==> src/rtl/riscv_pkg.sv <==
// Shared RV32I decode definitions: opcodes, control encodings and the
// control bundle that the main decoder produces.
package riscv_pkg;

  localparam logic [6:0] OP_LOAD   = 7'b0000011;
  localparam logic [6:0] OP_STORE  = 7'b0100011;
  localparam logic [6:0] OP_BRANCH = 7'b1100011;
  localparam logic [6:0] OP_IMM    = 7'b0010011;
  localparam logic [6:0] OP_REG    = 7'b0110011;

  localparam logic [1:0] IMM_I = 2'b00;
  localparam logic [1:0] IMM_S = 2'b01;
  localparam logic [1:0] IMM_B = 2'b10;

  localparam logic [1:0] ALUOP_ADD   = 2'b00;
  localparam logic [1:0] ALUOP_SUB   = 2'b01;
  localparam logic [1:0] ALUOP_FUNCT = 2'b10;

  // Field order matches the decode table: RegWrite, ImmSrc, ALUSrc,
  // MemWrite, ResultSrc, ALUOp (8 bits total).
  typedef struct packed {
    logic       reg_write;
    logic [1:0] imm_src;
    logic       alu_src;
    logic       mem_write;
    logic       result_src;
    logic [1:0] alu_op;
  } ctrl_t;

  // All-zero bundle: no register or memory write, safe as a NOP.
  localparam ctrl_t CTRL_NOP = '0;

endpackage

==> src/rtl/main_decoder_if.sv <==
// Opcode in / control bundle out for the main decoder.
// There is no valid/ready handshake: op is treated as valid on every cycle
// and the decoder produces a control bundle for every op it sees, so no
// transfer can be stalled or dropped.
interface main_decoder_if;
  logic [6:0] op;
  logic       RegWrite;
  logic [1:0] ImmSrc;
  logic       ALUSrc;
  logic       MemWrite;
  logic       ResultSrc;
  logic [1:0] ALUOp;

  // Instruction source side (pipeline / bench): drives op, reads controls.
  modport master (
    output op,
    input  RegWrite, ImmSrc, ALUSrc, MemWrite, ResultSrc, ALUOp
  );

  // Decoder side: reads op, drives controls.
  modport slave (
    input  op,
    output RegWrite, ImmSrc, ALUSrc, MemWrite, ResultSrc, ALUOp
  );
endinterface

==> src/rtl/main_decoder_comb.sv <==
// Pure combinational opcode-to-control decode. Exact 7-bit match only;
// anything unrecognised decodes to the all-zero NOP bundle, and table
// don't-cares are tied to 0 so no X ever leaves this block.
module main_decoder_comb
  import riscv_pkg::*;
(
  input  logic [6:0] i_op,
  output ctrl_t      o_ctrl
);

  // Decode the opcode into the control bundle, defaulting to NOP.
  always_comb begin
    o_ctrl = CTRL_NOP;
    case (i_op)
      OP_LOAD: begin
        o_ctrl.reg_write  = 1'b1;
        o_ctrl.imm_src    = IMM_I;
        o_ctrl.alu_src    = 1'b1;
        o_ctrl.result_src = 1'b1;
        o_ctrl.alu_op     = ALUOP_ADD;
      end
      OP_STORE: begin
        o_ctrl.imm_src   = IMM_S;
        o_ctrl.alu_src   = 1'b1;
        o_ctrl.mem_write = 1'b1;
        o_ctrl.alu_op    = ALUOP_ADD;
      end
      OP_BRANCH: begin
        o_ctrl.imm_src = IMM_B;
        o_ctrl.alu_op  = ALUOP_SUB;
      end
      OP_IMM: begin
        o_ctrl.reg_write = 1'b1;
        o_ctrl.imm_src   = IMM_I;
        o_ctrl.alu_src   = 1'b1;
        o_ctrl.alu_op    = ALUOP_FUNCT;
      end
      OP_REG: begin
        o_ctrl.reg_write = 1'b1;
        o_ctrl.alu_op    = ALUOP_FUNCT;
      end
      default: o_ctrl = CTRL_NOP;
    endcase
  end

endmodule

==> src/rtl/main_decoder.sv <==
// RV32I main control decoder. With REGISTERED=1 the control bundle is
// captured on the rising edge so it lines up with the decode/execute
// boundary; with REGISTERED=0 the bundle is a straight combinational path.
module main_decoder
  import riscv_pkg::*;
#(
  parameter bit REGISTERED = 1'b1
) (
  input  logic         clk,
  input  logic         reset,
  main_decoder_if.slave bus
);

  ctrl_t w_ctrl_dec;
  ctrl_t w_ctrl_out;

  main_decoder_comb u_comb (
    .i_op   (bus.op),
    .o_ctrl (w_ctrl_dec)
  );

  generate
    if (REGISTERED) begin : g_reg
      ctrl_t r_ctrl;

      // Capture the decode each edge; reset wins over the decoded op.
      always_ff @(posedge clk) begin
        if (reset) r_ctrl <= CTRL_NOP;
        else       r_ctrl <= w_ctrl_dec;
      end

      assign w_ctrl_out = r_ctrl;
    end else begin : g_comb
      // Clock and reset have no function in the combinational build.
      logic w_unused;
      assign w_unused   = clk ^ reset;
      assign w_ctrl_out = w_ctrl_dec;
    end
  endgenerate

  assign bus.RegWrite  = w_ctrl_out.reg_write;
  assign bus.ImmSrc    = w_ctrl_out.imm_src;
  assign bus.ALUSrc    = w_ctrl_out.alu_src;
  assign bus.MemWrite  = w_ctrl_out.mem_write;
  assign bus.ResultSrc = w_ctrl_out.result_src;
  assign bus.ALUOp     = w_ctrl_out.alu_op;

endmodule

==> src/flat_wrapper.sv <==
// flat-port wrapper written by rule: the top's interface ports become plain ports
module main_decoder_flat import riscv_pkg::*;
#(
  parameter bit REGISTERED = 1'b1
)
  (clk, reset, bus_op, bus_RegWrite, bus_ImmSrc, bus_ALUSrc, bus_MemWrite, bus_ResultSrc, bus_ALUOp);
  main_decoder_if bus_i ();
  input  logic clk;
  input  logic reset;
  input wire logic [$bits(bus_i.op)-1:0] bus_op;
  output wire logic [$bits(bus_i.RegWrite)-1:0] bus_RegWrite;
  output wire logic [$bits(bus_i.ImmSrc)-1:0] bus_ImmSrc;
  output wire logic [$bits(bus_i.ALUSrc)-1:0] bus_ALUSrc;
  output wire logic [$bits(bus_i.MemWrite)-1:0] bus_MemWrite;
  output wire logic [$bits(bus_i.ResultSrc)-1:0] bus_ResultSrc;
  output wire logic [$bits(bus_i.ALUOp)-1:0] bus_ALUOp;
  assign bus_i.op = bus_op;
  assign bus_RegWrite = bus_i.RegWrite;
  assign bus_ImmSrc = bus_i.ImmSrc;
  assign bus_ALUSrc = bus_i.ALUSrc;
  assign bus_MemWrite = bus_i.MemWrite;
  assign bus_ResultSrc = bus_i.ResultSrc;
  assign bus_ALUOp = bus_i.ALUOp;
  main_decoder #(.REGISTERED(REGISTERED)) u_core (.clk(clk), .reset(reset), .bus(bus_i));
endmodule
==> config.mk <==
export PLATFORM = sky130hd
export DESIGN_NAME = main_decoder_flat
export DESIGN_NICKNAME = d
export VERILOG_FILES = /design/src/rtl/riscv_pkg.sv /design/src/rtl/main_decoder_if.sv /design/src/rtl/main_decoder_comb.sv /design/src/rtl/main_decoder.sv /design/src/flat_wrapper.sv
export SDC_FILE = /design/constraint.sdc
export NUM_CORES = 1
export LEC_CHECK = 0
export BUFFER_PORTS_ARGS = -buffer_cell sky130_fd_sc_hd__buf_2
export CAP_MARGIN = 20
export CORE_AREA = 2 2 39 41
export DETAILED_ROUTE_END_ITERATION = 10
export DIE_AREA = 0 0 41 43
export PLACE_DENSITY_LB_ADDON = 0.1
export SLEW_MARGIN = 20
export SYNTH_ARGS = -nofsm -noshare
export SYNTH_HDL_FRONTEND = slang
export SYNTH_SLANG_ARGS = --single-unit
==> constraint.sdc <==
create_clock -name clk -period 1.2 [get_ports clk]
set_input_delay 0.24 -clock clk [delete_from_list [all_inputs] [get_ports clk]]
set_output_delay 0.24 -clock clk [all_outputs]
set_load 0.01 [all_outputs]
=== Word-level counts from Yosys, hierarchy flattened ===
Index checks and enable logic that the tools add are counted.

* Register bits after elaboration: 8
* Bits of input ports: 9
* Output and inout port bits: 8
* Word-level logic and storage cells: 20

* Equal/unequal tests: 5
* Multiplexer cells: 6
* Reductions and logical operators: 3

{| class="wikitable"
|+ Operators with widths
! cell !! count
|-
| $eq A7 B6 Y1 const B || 2
|-
| $pmux W2 S2 || 2
|-
| $eq A7 B2 Y1 const B || 1
|-
| $eq A7 B5 Y1 const B || 1
|-
| $eq A7 B7 Y1 const B || 1
|-
| $reduce_or A3 Y1 || 2
|-
| $mux W1 || 4
|-
| $reduce_or A2 Y1 || 1
|}

=== Longest topological paths before layout ===
Gate-level depths: netlist of the first run.

* Depth in word-level cells: 3
* Depth in mapped cells: 2
* Gate-level depth less buffers: 2

=== Cells and area by module ===
From an unflattened synthesis of the first run, not the netlist that was laid out.

* Cell total of the unflattened synthesis: 28
* Area, all modules: 292.8 um2

{| class="wikitable"
|+ Modules (own cells, without submodules)
! module !! instances !! cells an instance !! area an instance (um2) !! seq. area each (um2)
|-
| main_decoder || 1 || 16 || 210.2 || 160.2
|-
| main_decoder_comb || 1 || 12 || 82.6 || 0.0
|}

=== Worst setup path before layout of the first run ===
Ideal clock, no wire load.

* Kind: input -> register
* Start: input port bus_op[6]
* End: register u_core.g_reg.r_ctrl (netlist bit u_core.bus.RegWrite)
* Setup time: 0.073 ns
* Arrival: 0.944 ns
* Required time: 1.127 ns
* Slack: 0.183 ns
* Stages on the path: 2
* Path buffers: 0
* Cells stage by stage: or4_4 -> nor3_2

* Cells in the longest elaborated chain, start to end: 3
* Elaborated cells on any way between the ends: 5
* Those cells by class: eq/ne: 3; mux: 1; reduce/logical: 1

{| class="wikitable"
|+ Ends and longest elaborated chain
! element !! RTL line !! text
|-
| from (decl) || flat_wrapper.sv:10 || <nowiki>input wire logic [$bits(bus_i.op)-1:0] bus_op;</nowiki>
|-
| $eq A7 B6 Y1 (tied with other cells) || main_decoder_comb.sv:14 || <nowiki>case (i_op)</nowiki>
|-
| $reduce_or A3 Y1 (no source line) (*) || -- ||
|-
| $mux W1 (*) || main_decoder_comb.sv:14 ||
|-
| to (signal assigned) || main_decoder.sv:29 || <nowiki>else r_ctrl <= w_ctrl_dec;</nowiki>
|-
| to (decl) || main_decoder.sv:24 || <nowiki>ctrl_t r_ctrl;</nowiki>
|}

Mark *: on every way between the ends. The rest lies on a longest branch, timed or not.
A chain may end at the register's enable or synchronous reset.

=== Worst setup path after layout of the first run ===
* Start: register u_core.g_reg.r_ctrl (netlist bit u_core.bus.ALUOp[0])
* End: output port bus_ALUOp[0]

{| class="wikitable"
|+ RTL lines
! element !! RTL line !! text
|-
| to (decl) || flat_wrapper.sv:16 || <nowiki>output wire logic [$bits(bus_i.ALUOp)-1:0] bus_ALUOp;</nowiki>
|}

No word-level cell between the ends.

==> run summary, run 1 <==
Buffers added to address setup during post-CTS repair amount to 0. The post-cts repair resize count is 0. The detailed placer's ending HPWL came out at 459 um. The met1 routed wirelength after detailed routing is 204 um.

Global routing consumed, over all layers together, approximately 9% of the routing resources. The routed wire length is ~560 um. In this run the worst hold path is classified as input port to register. The top-area cell type share of the netlist area came out at 56.6%. In this run the core area contains 14 standard-cell rows.

The initial cell density of the core is about 18%. The number of max-cap violations came out at 0. The iteration count of the initial detailed-routing pass is 2. Setup repair after global routing left no endpoint under its margin. For the pin with the worst max-slew slack, the measured transition is 0.284 ns.

The first routing iteration left 3 violations. The CTS H-tree depth is 1. The fraction of final layout cells sized beyond drive strength 1 came out at a little under three fifths. The clock period minus final worst setup slack is about 0.93 ns.

The headroom to the max-slew limit is approximately four fifths. The total area inside the core boundary comes to 1380 um^2. The largest area contributor in the synthesized netlist is sky130_fd_sc_hd__dfxtp_1. The data arrival time of the critical path is 0.69 ns.

The relative area change from synthesis to final layout came out at 48.0%. The mean routed wirelength per cell is around 10 um. The die is between 40 and 50 um wide. STA puts the critical path data required time at roughly 0.96 ns. The clock passes through at most 2 buffers.

The kind of cell with the highest combined delay along the critical path is flip-flops. For this design the static power due to leakage is around 0.16 nW. The number of filler instances in the final layout is approximately 160. The setup TNS is 0 ns. The average via count per standard cell is between 4 and 5. The first-pass GRT wire length is 959 um. The slowest stage of the critical path belongs to the cell sky130_fd_sc_hd__dfxtp_1.

The total count of max-transition violations in the final report is 0. The number of warnings issued by yosys came out at 0. The flow ran to the end, and the final reports show no timing, DRC or antenna violations. TritonCTS built the clock tree. 17 I/O pins were placed. The number of buffers inserted during clock tree synthesis is 3. The die covers roughly 1800 um^2. Entering global routing, the biggest net connects 6 pins. IR analysis of the VDD net gives a maximum drop of 0.246 mV.

The library cell used most frequently in the layout, excluding fill and tap cells, is sky130_fd_sc_hd__buf_2. Traced cell by cell, the critical path runs through buf_2. Synthesis handed over a netlist of 21 instances. In the layout the commonest cells are 16 x sky130_fd_sc_hd__buf_2, 7 x sky130_fd_sc_hd__dfxtp_1, 3 x sky130_fd_sc_hd__clkbuf_4. The count of cell types in the netlist came out at 14. The count of hold buffers inserted by post-cts repair is 0. The number of nets in the layout is 50. Once detail routing completed, the nets flagged for antenna violations numbered 0. By area the synthesized netlist is led by sky130_fd_sc_hd__dfxtp_1 57%, sky130_fd_sc_hd__a211oi_2 5.1%, sky130_fd_sc_hd__nor4_2 5.1%, sky130_fd_sc_hd__or4_4 4.5%, sky130_fd_sc_hd__nor3_2 4.0%. The kind of start point of the critical path is a register. The area of combinational cells with multiple inputs came out at about 100 um^2.

After clock tree synthesis, the clock-pin slew on the worst setup and hold paths is ~0.050 ns. The worst setup path is captured at a primary output. The critical path in this run is classified as register to primary output.

Port buffering added 16 buffers. The count of final setup violators came out at 0. The leftover overflow at the end of global routing came out at 0. The total power per unit cell area came out at about 1300 nW/um^2.

The final number of hold-violating endpoints came out at 0. The number of buffers and inverters on the critical path is 1. The initial antenna violation count is 0. The maximum single-stage delay on the critical path came out at 0.32 ns.

The met3 wire length came out at 41 um. The via count of the first global-routing pass came out at about 230. The detailed router used layers up to and including met4. The final hold slack came out at 0.191 ns. The net count after synthesis is 30. The post-synthesis average cell area is roughly 12 um^2. The number of diodes came out at 0. The amount of wire on met2 after detailed routing came out at between 200 and 300 um.

The sequential element share of the synthesized area came out at a little under three fifths. The placer congestion estimate is 0.648. In this run the cell area of the synthesized design comes to about 250 um^2. The synthesized flop and latch total is 7. The maximum fanout count along the critical path is 2. After detailed routing, the number of remaining DRC violations is 0. In the finished design, the share of the clock period the worst path needs comes to between 70% and 80%. The floorplan step set the die height to roughly 43 um. The root buffer cell is sky130_fd_sc_hd__clkbuf_4. The area used by sequential logic in the layout came out at about 140 um^2. The count of vias placed by the detailed router came out at 230.

The highest attainable clock frequency came out at 1.07 GHz. The tree built by TritonCTS fans out to 7 sinks.
final timing paths:
check | start | end | cells past startpoint
worst max-delay path | u_core.bus.ALUOp[0] | bus_ALUOp[0] | 1
worst min-delay path | bus_op[2] | u_core.bus.ALUOp[1] | 2
metrics by stage:
step	cell area [um^2]	setup WS [ns]	std cells	total power, mW	utilization, %
2_1_floorplan	248	0.183	21	0.251	-
3_3_place_gp	340	0.0137	52	0.273	24.6
3_5_place_dp	340	0.00137	52	0.275	24.6
4_1_cts	367	0.253	56	0.482	26.5
5_1_grt	367	0.226	56	0.502	26.5
6_report	367	0.269	56	0.477	26.5
layout make-up:
cell class,instances,share of cell area (%)
clock buffer,4,7.17
multi-input combinational,13,27.3
sequential,7,38.2
tap,16,5.46
timing repair buffer,16,21.8
cells by family after synthesis:
kind of cell | synth area share [%]
AND/OR/NAND/NOR | 35.4
flip-flops | 56.6
AO/OA/AOI/OAI | 5.05
buffers and inverters | 3.03
Yosys cell counts:
library cell               count
sky130_fd_sc_hd__nor4_2        1
sky130_fd_sc_hd__buf_4         1
sky130_fd_sc_hd__nor2_1        2
sky130_fd_sc_hd__or4_4         1
sky130_fd_sc_hd__nor3_1        1
sky130_fd_sc_hd__nor2b_1       1
sky130_fd_sc_hd__nor3_2        1
sky130_fd_sc_hd__nand4b_1      1
sky130_fd_sc_hd__a211oi_2      1
sky130_fd_sc_hd__nand2b_1      1
sky130_fd_sc_hd__or4b_1        1
sky130_fd_sc_hd__nand2_1       1
sky130_fd_sc_hd__nor4_1        1
sky130_fd_sc_hd__dfxtp_1       7
where the power goes:
group,switching [mW],total [mW],leakage [nW],internal (mW)
logic,0.0191,0.0352,0.0923,0.0161
clock network,0.0808,0.207,0.0150,0.126
registers,0.000225,0.234,0.0564,0.234
sequential cells by signal, summed over array words and instances (netlist names):
signal	cells
u_core.bus.ALUOp	2
u_core.bus.ALUSrc	1
u_core.bus.ImmSrc	1
u_core.bus.ResultSrc	1
u_core.bus.MemWrite	1
u_core.bus.RegWrite	1
routing by layer:
metal / vias up / track usage, %
li1: 113 / -
met3: 4 / 3.14
met4: 0 / 12.0
met1: 101 / 7.77
met2: 12 / 13.1
met5: - / 0
(Power assumes the default switching activity.)
==> run 2: changes to the inputs <==
clock period = 0.8 ns   (was 1.2 ns; I/O delays follow)
==> run summary, run 2 (synthesized netlist as in run 1, its figures left out) <==
The final hold slack is 0.101 ns (-0.0897 ns). The top cell types in the final layout, fill and taps aside, are 11 x sky130_fd_sc_hd__buf_2, 5 x sky130_fd_sc_hd__buf_6, 5 x sky130_fd_sc_hd__dfxtp_1. The cell area after placement came out at 363 um^2 (+6.6%).

The leakage power figure is 0.186 nW (+14%). The clock sink count was 7 (unchanged). The clock period minus final worst setup slack is between 0.8 and 0.9 ns. By startpoint and endpoint, the worst setup path is classified as register to primary output. The maximum number of pins on one net before global-route repair is 6 (unchanged).

The via count of the first global-routing pass is 225 (-1.3%). The die span in x came out at 41 um (unchanged). The run finished, with violations left.

The total routing resource utilization after global routing is 7.14% (-1.9 points). The number of filler instances in the final layout came out at 145 (-7.1%). The row count is 14 (unchanged). The number of buffers inserted during clock tree synthesis came out at 3 (unchanged). The count of vias placed by the detailed router came out at 226 (-1.7%). The total count of max-transition violations in the final report came out at 0 (unchanged). The number of nets in the layout is 53 (+6.0%).

Setup repair after global routing could not meet its margin everywhere. The number of buffers added on ports came to 16 (unchanged). The height of the chip is 43 um (unchanged).

The initial cell density of the core was 17.9% (unchanged). The total chip power is 0.719 mW (+51%). The final standard cell area without fillers came out at 428 um^2 (+17%). The maximum single-stage delay on the critical path is 0.32 ns (about the same). The headroom to the max-slew limit came out at 84.3% (+3.4 points). The checks that failed: setup timing. The placer congestion estimate is 0.648 (about the same).

The buffering stage count on the worst path with inverters included came out at 1 (unchanged). The number of diodes is 0 (unchanged). The maximum resistive drop on vdd came out at 0.308 mV (+25%). STA classifies the critical path startpoint as a register.

The CTS tree is done. The initial antenna violation count came out at 0 (unchanged). The post-CTS repair timing setup buffer count came out at 0 (unchanged).

The number of max-cap violations was 0 (unchanged). The mean routed wirelength per cell is 8.12 um (-18%). The slowest stage of the critical path is the sky130_fd_sc_hd__dfxtp_2 cell. The final critical path takes up 104% of the cycle. The die area came out at 1760 um^2 (unchanged). The clock-pin slew on the worst setup and hold paths was 0.05 ns (about the same). The core outline area came out at 1380 um^2 (unchanged). The leftover overflow at the end of global routing came out at 0 (unchanged).

The DRC violation count after routing came out at 0 (unchanged). The final number of hold-violating endpoints is 0 (unchanged). The data arrival time of the critical path is 0.67 ns (-0.02 ns).

The most common cell after layout, fill and taps aside is sky130_fd_sc_hd__buf_2. The count of nets left with antenna violations after detail routing came to 0 (unchanged). The number of primary I/O pins came out at 17 (unchanged).

The root buffer cell is sky130_fd_sc_hd__clkbuf_4. The maximum fanout count along the critical path was 2 (unchanged). The average via count per standard cell came out at 3.83 (-6.7%). The worst setup margin was -0.0348 ns (-0.304 ns). The critical path goes through buf_6. Broken down by cell family, the worst path's largest delay share belongs to flip-flops. The routed wire length came out at 479 um (-14%).

The transition time of the tightest slew-check pin is 0.233 ns (-0.0508 ns). The count of final setup violators was 10 (+10). The critical path required time is 0.64 ns (-0.32 ns). The worst hold path depth is 2 (unchanged). The setup TNS is -0.189 ns (-0.189 ns).

The number of gates on the worst path with buffers counted is 1 (unchanged). STA classifies the critical path endpoint as a primary output. The maximum clock path buffer count is 2 (unchanged). The fraction of final layout cells sized beyond drive strength 1 is 67.4% (+9.9 points). The final standard cell count with taps included and fillers excluded is 59 (+5.4%). Compared with the post-synthesis result, the final layout area differs by 72.7%. The first-pass GRT wire length came out at 786 um (-18%). The iteration count of the initial detailed-routing pass came to 2 (unchanged). The total power per unit cell area was 1680 nW/um^2 (+29%). The path class of the tightest hold or removal check is input port to register. The highest attainable clock frequency is 1.20 GHz. The flip-flop count of the largest register after layout came to 2 (unchanged). The number of cells in the design after placement came out at 55 (+5.8%). The CTS H-tree depth came out at 1 (unchanged).

The iteration-0 DRC count of the detailed router came out at 4 (+1).
==> run 2: changes by cell type in the layout (fill, tap and decap cells not counted), sizes merged <==
| cell | change |
|---|---|
| buf | +3 |
==> run 2: what timing repair did <==
action / in CTS / in global routing
endpoints found under the setup margin: 10 / 11
hold buffers: 0 / 0
resized for setup: 5 / 3
==> run 2: layout make-up <==
type	instances	area [um^2]	share of cell area, %
clock buffer	4	26.3	6.14
multi-input combinational	13	105	24.6
sequential	7	143	33.3
tap	16	20.0	4.68
timing repair buffer	19	134	31.3
==> run 2: final timing paths <==
path / startpoint / endpoint / slack, ns
setup / recovery: u_core.bus.ALUOp[0] / bus_ALUOp[0] / -0.03
hold / removal: bus_op[3] / u_core.bus.ALUOp[0] / 0.10
==> run 2: layer usage <==
layer	global-route usage [%]	vias to the layer above	part of all wire [%]
met2	9.06	13	47
met5	0	-	0
met3	0	0	12
li1	-	122	-
met4	12.0	0	0
met1	7.74	91	40
==> run 2: power by group <==
group          switching (mW)  internal [mW]  total [mW]  leakage [nW]
clock                   0.109          0.189       0.298        0.0150
combinational          0.0303         0.0382      0.0685         0.114
sequential           0.000467          0.352       0.352        0.0574
total                   0.140          0.579       0.719         0.186
==> run 2: metrics by stage <==
step	util [%]	worst slack, ns
after global placement	26.2	-0.289
after CTS	30.0	-0.0502
after detailed placement	26.2	-0.300
after global routing	30.9	-0.0754
after floorplan	-	-0.134
final	30.9	-0.0348
==> run 3: changes to the inputs <==
BUFFER_PORTS_ARGS = -buffer_cell sky130_fd_sc_hd__buf_4   (was -buffer_cell sky130_fd_sc_hd__buf_2)
clock period = 1.1 ns   (was 0.8 ns; I/O delays follow)
==> run summary, run 3 (synthesized netlist as in run 1, its figures left out) <==
The total routing resource utilization after global routing came out at 8.46% (+1.3 points). The count of final setup violators came to 0 (-10). The worst hold path depth came out at 2 (unchanged).

The maximum number of pins on one net before global-route repair is 6 (unchanged). The number of primary I/O pins is 17 (unchanged). The setup slack at placement is -0.0600 ns (+0.240 ns). The final number of hold-violating endpoints is 0 (unchanged). The initial antenna violation count is 0 (unchanged). The number of buffers added on ports came to 16 (unchanged). The iteration count of the initial detailed-routing pass is 2 (unchanged). The buffering stage count on the worst path with inverters included is 1 (unchanged).

The amount of wire on met2 after detailed routing came out at 291 um (+29%). The clock-pin slew on the worst setup and hold paths is 0.05 ns (about the same). The setup TNS is 0 ns (+0.189 ns). The transition time of the tightest slew-check pin was 0.240 ns (+0.00658 ns).

Leaving out fill and tap cells, the most frequent cell in the layout is sky130_fd_sc_hd__buf_4. The clock period minus final worst setup slack came out at between 0.9 and 1 ns. The maximum clock path buffer count came out at 2 (unchanged). The die span in x is 41 um (unchanged). The final standard cell area without fillers is 407 um^2 (-5.0%). The root buffer cell is sky130_fd_sc_hd__clkbuf_4. Grouping stages by cell kind, the critical path spends the most delay in simple AND/OR/NAND/NOR gates.

The critical setup path kind is input port to register. The height of the chip is 43 um (unchanged). The clock sink count came to 7 (unchanged). The post-CTS repair timing setup buffer count came out at 0 (unchanged). The die area is 1760 um^2 (unchanged). The critical path required time came out at 1.26 ns (+0.62 ns). The routed wire length was 539 um (+13%). The worst setup margin is 0.196 ns (+0.231 ns). The maximum fanout count along the critical path came out at 5 (+3). The path with the worst hold slack has its endpoint at u_core.bus.ALUOp[1]. The cell area after placement is 380 um^2 (+4.8%). After layout, the worst path uses between 80 and 90% of the clock period.

The maximum resistive drop on vdd is 0.248 mV (-20%). The first-pass GRT wire length is 890 um (+13%). The placer congestion estimate came to 0.652 (+0.62%). The number of diodes is 0 (unchanged). The fraction of final layout cells sized beyond drive strength 1 came out at 57.5% (-9.9 points).

The type of the tightest min-delay check is input port to register. The highest layer used for signal routing is met4. The average via count per standard cell is 4.04 (+5.4%). The met1 routed wirelength after detailed routing came out at 188 um (-2.6%).

The via count of the first global-routing pass is 231 (+2.7%). The highest attainable clock frequency is roughly 1.1 GHz. The maximum single-stage delay on the critical path is 0.57 ns (+0.25 ns).

The startpoint of the lowest-slack hold path is bus_op[2]. The iteration-0 DRC count of the detailed router is 3 (-1). TritonCTS built the clock tree. Setup repair after global routing left no endpoint under its margin.

The leftover overflow at the end of global routing was 0 (unchanged). The core outline area is 1380 um^2 (unchanged). The flip-flop count of the largest register after layout was 2 (unchanged).

The top cell types in the final layout, fill and taps aside, are 16 x sky130_fd_sc_hd__buf_4, 7 x sky130_fd_sc_hd__dfxtp_1, 3 x sky130_fd_sc_hd__clkbuf_4. The leakage power figure came out at 0.170 nW (-8.9%). The mean routed wirelength per cell was 9.63 um (+19%). The CTS H-tree depth was 1 (unchanged). The data arrival time of the critical path is 1.07 ns (+0.40 ns). The count of nets left with antenna violations after detail routing came to 0 (unchanged). The post-cts repair resize count is 0 (-5). The initial cell density of the core was 17.9% (unchanged). The count of vias placed by the detailed router is 226 (unchanged). The DRC violation count after routing came to 0 (unchanged). The total count of max-transition violations in the final report came out at 0 (unchanged).

Traced cell by cell, the critical path runs through buf_4, or4_4, a211oi_2. The number of nets in the layout is 50 (-5.7%). The worst setup path is launched from an input port. Compared with the post-synthesis result, the final layout area differs by 64.1%.

The count of hold buffers inserted by post-cts repair came to 0 (unchanged). The library cell contributing the largest single delay on the critical path is sky130_fd_sc_hd__or4_4. The number of max-cap violations is 0 (unchanged). The headroom to the max-slew limit came out at 83.9% (-0.44 points). The row count is 14 (unchanged). The run finished with clean final reports. The total power per unit cell area came to 1290 nW/um^2 (-23%). The type of destination of the critical path is a register. The total chip power came out at 0.524 mW (-27%). The met3 wire length came out at 46 um (-22%). The final cell utilization of the core is 29.4% (-1.5 points). The number of buffers inserted during clock tree synthesis came to 3 (unchanged).
run 3: per-stage QoR:
step           std cells  hold WS [ns]
3_3_place_gp          52         0.409
4_1_cts               56         0.142
3_5_place_dp          52         0.406
2_1_floorplan         21         0.291
6_report              56         0.157
5_1_grt               56         0.151
run 3: worst max path at each step:
stage                        start                   to  slack (ns)  depth (start not counted)
6_report                 bus_op[6]    u_core.bus.ALUSrc        0.20                          3
5_1_grt        u_core.bus.ALUOp[0]         bus_ALUOp[0]        0.15                          1
4_1_cts        u_core.bus.ALUOp[0]        bus_ImmSrc[1]        0.18                          1
3_5_place_dp             bus_op[6]  u_core.bus.RegWrite       -0.06                          3
3_3_place_gp             bus_op[6]  u_core.bus.RegWrite       -0.07                          3
2_1_floorplan            bus_op[6]  u_core.bus.RegWrite        0.10                          2
run 3: area by class of cell:
cell class	count	area, um^2
Clock buffer	4	26.3
Fill cell	154	977
Multi-Input combinational cell	13	100
Sequential cell	7	140
Tap cell	16	20.0
Timing Repair Buffer	16	120
run 3: power breakdown:
part           total (mW)  internal (mW)  switching, mW
Combinational      0.0469         0.0263         0.0206
Clock               0.221          0.138         0.0838
Sequential          0.256          0.255       0.000353
Total               0.524          0.420          0.105
run 3: routing by layer:
metal	track usage, %	vias up
met3	3.14	2
met4	12.0	0
met2	11.3	10
li1	-	114
met5	0	-
met1	7.79	100
